==> config.mk <==
export PLATFORM = sky130hd
export DESIGN_NAME = apu_init_sequencer
export DESIGN_NICKNAME = d
export VERILOG_FILES = /design/src/rtl/apu_pkg.sv /design/src/rtl/apu_io_master.sv /design/src/rtl/apu_init_sequencer.sv
export SDC_FILE = /design/constraint.sdc
export NUM_CORES = 1
export LEC_CHECK = 0
export CAP_MARGIN = 20
export CELL_PAD_IN_SITES_DETAIL_PLACEMENT = 0
export CELL_PAD_IN_SITES_GLOBAL_PLACEMENT = 1
export CORE_MARGIN = 5
export CORE_UTILIZATION = 40
export CTS_CLUSTER_SIZE = 14
export DETAILED_ROUTE_END_ITERATION = 10
export GPL_ROUTABILITY_DRIVEN = 0
export GPL_TIMING_DRIVEN = 0
export HOLD_SLACK_MARGIN = 0.12
export PLACE_DENSITY_LB_ADDON = 0.1
export RECOVER_POWER = 25
export SYNTH_ARGS = -nofsm -noshare
export SYNTH_HDL_FRONTEND = slang
export SYNTH_SLANG_ARGS = --single-unit
==> constraint.sdc <==
create_clock -name clk -period 4.3 [get_ports clk]
set_input_delay 1.29 -clock clk [delete_from_list [all_inputs] [get_ports clk]]
set_output_delay 1.29 -clock clk [all_outputs]
set_load 0.01 [all_outputs]
==> src/rtl/apu_pkg.sv <==
// apu_pkg: command codes, record layout and sequencer state encoding
package apu_pkg;
    localparam logic [7:0] CMD_WR   = 8'h01;
    localparam logic [7:0] CMD_DLY  = 8'h02;
    localparam logic [7:0] CMD_POLL = 8'h03;
    localparam logic [7:0] CMD_END  = 8'hFF;
    localparam int REC_LEN = 4;
    typedef enum logic [3:0] {
        IDLE, F_CMD, F_ALO, F_AHI, F_DAT, EXEC,
        IO_WR, IO_RD, POLL_GAP, DELAY, DONE, ERR
    } state_t;
endpackage

==> src/rtl/apu_io_master.sv <==
// apu_io_master: level request/ack handshake for writes and polled reads with retry gap
module apu_io_master #(
    parameter int MAX_POLL = 255
) (
    input  logic        clk,
    input  logic        rst,
    input  logic        i_wr_go,
    input  logic        i_rd_go,
    input  logic [15:0] i_addr,
    input  logic [7:0]  i_data,
    input  logic        i_io_ack,
    input  logic [7:0]  i_io_rdata,
    output logic        o_io_wr,
    output logic        o_io_rd,
    output logic [15:0] o_io_addr,
    output logic [7:0]  o_io_wdata,
    output logic        o_wr_done,
    output logic        o_rd_match,
    output logic        o_rd_retry,
    output logic        o_rd_fail
);
    localparam int CW = $clog2(MAX_POLL + 1);
    logic [CW-1:0] r_att;
    logic [7:0]    r_expect;
    logic          r_gap;
    logic          w_wr_ack, w_rd_ack, w_hit, w_last;
    assign w_wr_ack   = i_io_ack & o_io_wr;
    assign w_rd_ack   = i_io_ack & o_io_rd;
    assign w_hit      = i_io_rdata == r_expect;
    assign w_last     = r_att == CW'(MAX_POLL);
    assign o_wr_done  = w_wr_ack;
    assign o_rd_match = w_rd_ack & w_hit;
    assign o_rd_retry = w_rd_ack & ~w_hit & ~w_last;
    assign o_rd_fail  = w_rd_ack & ~w_hit & w_last;
    always_ff @(posedge clk) begin
        if (rst) begin
            o_io_wr    <= 1'b0;
            o_io_rd    <= 1'b0;
            o_io_addr  <= '0;
            o_io_wdata <= '0;
            r_expect   <= '0;
            r_att      <= '0;
            r_gap      <= 1'b0;
        end else if (i_wr_go) begin
            o_io_wr    <= 1'b1;
            o_io_addr  <= i_addr;
            o_io_wdata <= i_data;
        end else if (i_rd_go) begin
            o_io_rd   <= 1'b1;
            o_io_addr <= i_addr;
            r_expect  <= i_data;
            r_att     <= CW'(1);
        end else if (r_gap) begin
            r_gap   <= 1'b0;
            o_io_rd <= 1'b1;
            r_att   <= r_att + 1'b1;
        end else begin
            if (w_wr_ack)
                o_io_wr <= 1'b0;
            if (w_rd_ack) begin
                o_io_rd <= 1'b0;
                r_gap   <= ~w_hit & ~w_last;
            end
        end
    end
endmodule

==> src/rtl/apu_init_sequencer.sv <==
// apu_init_sequencer: replays a ROM command table as I/O-bus transactions while holding the CPU
module apu_init_sequencer
    import apu_pkg::*;
#(
    parameter int                ROM_AW      = 10,
    parameter logic [ROM_AW-1:0] BASE_ADDR   = '0,
    parameter int                DELAY_SHIFT = 4,
    parameter int                MAX_POLL    = 255
) (
    input  logic              clk,
    input  logic              rst,
    input  logic              i_start,
    output logic              o_busy,
    output logic              o_done,
    output logic              o_err,
    output logic              o_cpu_hold,
    output logic [ROM_AW-1:0] o_rom_addr,
    input  logic [7:0]        i_rom_data,
    output logic [15:0]       o_io_addr,
    output logic [7:0]        o_io_wdata,
    output logic              o_io_wr,
    output logic              o_io_rd,
    input  logic [7:0]        i_io_rdata,
    input  logic              i_io_ack
);
    localparam int CW = 8 + DELAY_SHIFT;
    state_t        r_state;
    logic [7:0]    r_cmd, r_alo, r_ahi, r_dat;
    logic [CW-1:0] r_cnt;
    logic          w_wr_go, w_rd_go, w_wr_done, w_rd_match, w_rd_retry, w_rd_fail;
    assign w_wr_go = r_state == EXEC && r_cmd == CMD_WR;
    assign w_rd_go = r_state == EXEC && r_cmd == CMD_POLL;
    apu_io_master #(.MAX_POLL(MAX_POLL)) u_io (
        .clk        (clk),
        .rst        (rst),
        .i_wr_go    (w_wr_go),
        .i_rd_go    (w_rd_go),
        .i_addr     ({r_ahi, r_alo}),
        .i_data     (r_dat),
        .i_io_ack   (i_io_ack),
        .i_io_rdata (i_io_rdata),
        .o_io_wr    (o_io_wr),
        .o_io_rd    (o_io_rd),
        .o_io_addr  (o_io_addr),
        .o_io_wdata (o_io_wdata),
        .o_wr_done  (w_wr_done),
        .o_rd_match (w_rd_match),
        .o_rd_retry (w_rd_retry),
        .o_rd_fail  (w_rd_fail)
    );
    always_ff @(posedge clk) begin
        if (rst) begin
            r_state    <= IDLE;
            o_busy     <= 1'b0;
            o_done     <= 1'b0;
            o_err      <= 1'b0;
            o_cpu_hold <= 1'b1;
            o_rom_addr <= BASE_ADDR;
            {r_cmd, r_alo, r_ahi, r_dat} <= '0;
            r_cnt      <= '0;
        end else begin
            o_done <= 1'b0;
            case (r_state)
                IDLE: if (i_start) begin
                    r_state    <= F_CMD;
                    o_busy     <= 1'b1;
                    o_cpu_hold <= 1'b1;
                    o_err      <= 1'b0;
                    o_rom_addr <= BASE_ADDR;
                end
                F_CMD, F_ALO, F_AHI, F_DAT: begin
                    // bytes shift in so that after F_DAT r_cmd holds the first byte of the record
                    {r_cmd, r_alo, r_ahi, r_dat} <= {r_alo, r_ahi, r_dat, i_rom_data};
                    if (r_state == F_CMD && i_rom_data == CMD_END) begin
                        r_state    <= DONE;
                        o_done     <= 1'b1;
                        o_busy     <= 1'b0;
                        o_cpu_hold <= 1'b0;
                    end else if (&o_rom_addr) begin
                        r_state    <= ERR;
                        o_err      <= 1'b1;
                        o_busy     <= 1'b0;
                        o_cpu_hold <= 1'b0;
                    end else begin
                        o_rom_addr <= o_rom_addr + 1'b1;
                        r_state    <= r_state == F_DAT ? EXEC : state_t'(r_state + 4'd1);
                    end
                end
                EXEC: case (r_cmd)
                    CMD_WR:   r_state <= IO_WR;
                    CMD_POLL: r_state <= IO_RD;
                    CMD_DLY: begin
                        r_state <= DELAY;
                        r_cnt   <= CW'(r_dat) << DELAY_SHIFT;
                    end
                    default: begin
                        r_state    <= ERR;
                        o_err      <= 1'b1;
                        o_busy     <= 1'b0;
                        o_cpu_hold <= 1'b0;
                    end
                endcase
                IO_WR: if (w_wr_done) r_state <= F_CMD;
                IO_RD: begin
                    if (w_rd_match)
                        r_state <= F_CMD;
                    else if (w_rd_retry)
                        r_state <= POLL_GAP;
                    else if (w_rd_fail) begin
                        r_state    <= ERR;
                        o_err      <= 1'b1;
                        o_busy     <= 1'b0;
                        o_cpu_hold <= 1'b0;
                    end
                end
                POLL_GAP: r_state <= IO_RD;
                DELAY: begin
                    r_cnt   <= r_cnt - 1'b1;
                    r_state <= r_cnt == '0 ? F_CMD : DELAY;
                end
                default: r_state <= IDLE;
            endcase
        end
    end
endmodule

==> flow_summary.json <==
{
  "io_pins": 60,
  "skew_ps": 9.002,
  "diodes": 0,
  "htreeDepth": 3,
  "synthDistinctLibCells": 58,
  "clockPowerShare_pct": 32.5,
  "wl_per_cell_um": 16.32,
  "hold_depth": 2,
  "design_area_mm2": 0.005809,
  "gr-max-usage-layer": "met2",
  "synth_area_mm2": 0.004782,
  "reg2reg_slack_ps": 1120,
  "path_class": "reg2reg",
  "post-cts-setup-buffer-count": 0,
  "syn_inst": 604,
  "tightestPinTransition_ps": 620.3,
  "grt_first_pass_wirelength_mm": 22.36,
  "postPlaceCellArea_mm2": 0.005547,
  "grtUsageMet2_pct": 33.17,
  "finalNetCount": 701,
  "rsz0062_at_grt": "no",
  "viasPerCell": 5.478,
  "finalPower_mw": 2.479,
  "drc": 0,
  "use_met1_pct": 24.92,
  "holdCritPathClass": "reg2reg",
  "initial_core_util_pct": 40.32,
  "ant_nets": 0,
  "seq_area_mm2": 0.002102,
  "setup_viol": 0,
  "startpoint_type": "register",
  "grtUsageTotal_pct": 19.51,
  "crit_path_end_kind": "register",
  "final.setup.worst_slack_ps": 1125,
  "clkLatencyLatePin_ps": 360,
  "hold_slack_ps": 455.5,
  "vias": 4519,
  "synth-edff-count": 0,
  "cts_root_buf": "clkbuf_16",
  "fin_crit_sh_pct": 73.85,
  "slew_violations": 0,
  "cp.required_ps": 4520,
  "first_iter_violations": 329,
  "die_y_um": 119.3,
  "rr_worst_depth": 10,
  "timing.max_cap.violations": 0,
  "core_mm2": 0.01186,
  "cp-startpoint": "r_state[0]",
  "tns_ps": 0,
  "ctsHoldBuffers": 0,
  "relSlewSlack_pct": 58.64,
  "ys_ff_latch": 105,
  "hpwl_mm": 9.926,
  "synth.net_count": 632,
  "synth.avg_cell_area_um2": 7.917,
  "drt_first_pass_iters": 5,
  "worstReg2RegEnd": "u_io.r_expect[5]",
  "yosys.area.top_type_share_pct": 43.96,
  "ir_drop_mv": 0.2491,
  "fmax_mhz": 314.9,
  "grt_util_met3_pct": 4.796,
  "final_common_cell": "nand2_1",
  "synthTopCellsByArea": "dfxtp_1 44%, nand2_1 12%, a21oi_1 9.8%",
  "pre_cts_ws_ps": 840.3,
  "yosys_warnings": 0,
  "power_density_mw_per_mm2": 426.6,
  "num-fill-cells": 1206,
  "clockBufferDepth": 2,
  "port_buffers": 58,
  "grt-ovfl-total": 0,
  "yosys.area.top_type": "dfxtp_1",
  "fin_crit_ps": 3175,
  "worstHoldStart": "u_io.o_io_addr[11]",
  "cts_num_sinks": 105,
  "p_seq_share_pct": 44.3,
  "first_global_vias": 4420,
  "synth-seq-area-share_pct": 43.96,
  "num_rows": 40,
  "grt_max_degree": 19,
  "multiInputGateArea_mm2": 0.002459,
  "cts_buffers": 9,
  "holdPathEnd": "u_io.o_io_addr[11]",
  "switching_power_uw": 838.8,
  "cp_max_fo": 10,
  "ys_async_sr_fraction_pct": 0,
  "hold_viol": 0,
  "clk_pin_slew_ps": 70,
  "p_sw_share_pct": 33.84,
  "power_leakage_nw": 1.975,
  "layout_common_cells": "148 x nand2_1, 105 x dfxtp_1, 94 x a21oi_1",
  "postCtsResizedCells": 0,
  "outcome": "finished clean",
  "intPower_mw": 1.640,
  "drive_gt1_share_pct": 5.457,
  "r2r-start": "r_state[0]",
  "pwr-share-comb_pct": 23.2,
  "antenna_found_initial": 0,
  "synthToLayoutAreaGrowth_pct": 21.48,
  "routed_wl_mm": 13.47,
  "cts_tree": "done",
  "chipWidth_um": 119.3,
  "ys.flop_type": "dfxtp_1",
  "dieArea_mm2": 0.01424,
  "crit_arrival_ps": 3400
}
==> metal layers <==
metal  part of all wire, %  vias up  wire [µm]
li1                      -     2266          -
met1                    46     2135       6143
met2                    49      106       6586
met3                   4.3       12        581
met4                   1.2        0        158
met5                     0        -          0
==> critical path, cell delays in order, from the launching register on <==
cell      delay [ps]
dfxtp_1          420
ha_1             170
clkbuf_1         390
and3b_1          220
clkbuf_1         290
and4_1           230
clkbuf_1         360
clkbuf_1         390
nand2_1          320
nand2_1          150
a21oi_1           70
==> cell families after synthesis <==
family | Yosys count | synth area share (%)
AND/OR/NAND/NOR | 274 | 27.92
AO/OA/AOI/OAI | 158 | 19.47
flip-flops | 105 | 43.96
buffers and inverters | 48 | 4.500
XOR/XNOR | 9 | 1.648
adder cells (fa/ha/maj) | 8 | 2.093
multiplexers | 2 | 0.4186
==> power groups by stage <==
stage	logic (mW)	clock network, mW	registers [mW]
6_report	0.576	0.805	1.10
5_1_grt	0.637	0.867	1.11
4_1_cts	0.588	0.830	1.10
3_5_place_dp	0.583	0	1.12
3_3_place_gp	0.579	0	1.12
2_1_floorplan	0.393	0	1.10
==> layout make-up <==
cell class,instances,area share (%)
clock inverters,6,0.7754
well taps,147,3.166
flip-flops and latches,105,36.18
inverters,9,0.5815
repair buffers,58,9.994
plain buffers,39,2.865
clock buffers,10,4.114
multi-input cells,451,42.32
==> synthesized netlist by cell type (all sizes together), types with 5 or more instances <==
library cell,n
nand4,14
or4,9
nor2b,5
ha,8
and3,7
nor2,33
buf,17
a311oi,8
or2,6
nor3,7
inv,9
dfxtp,105
o21ai,16
a31oi,6
xnor2,9
nand2,149
clkbuf,22
a211oi,6
nand3,13
nor4,5
or3,8
a21oi,95
o31ai,6
==> per-stage QoR <==
stage	util [%]	std cells
6_report	48.98	825
5_1_grt	48.98	825
4_1_cts	49.16	825
3_5_place_dp	46.76	809
3_3_place_gp	46.76	809
2_1_floorplan	-	604
==> worst max path at each step <==
stage / endpoint / cells past startpoint
2_1_floorplan: o_busy / 6
3_3_place_gp: o_busy / 7
3_5_place_dp: o_busy / 7
4_1_cts: o_busy / 7
5_1_grt: u_io.r_expect[1] / 10
6_report: u_io.r_expect[5] / 10
==> sequential cells by signal (all words and copies together) (netlist names) <==
| name | count |
|---|---|
| o_busy | 1 |
| u_io.r_expect | 8 |
| o_done | 1 |
| u_io.r_gap | 1 |
| u_io.r_att | 8 |
| u_io.o_io_rd | 1 |
| o_err | 1 |
| o_cpu_hold | 1 |
| r_cnt | 12 |
| r_dat | 8 |
| u_io.o_io_addr | 16 |
| r_alo | 8 |
| u_io.o_io_wr | 1 |
| o_rom_addr | 10 |
| u_io.o_io_wdata | 8 |
| r_cmd | 8 |
| r_state | 4 |
| r_ahi | 8 |
Note: power is estimated with default switching activity, not from simulation.
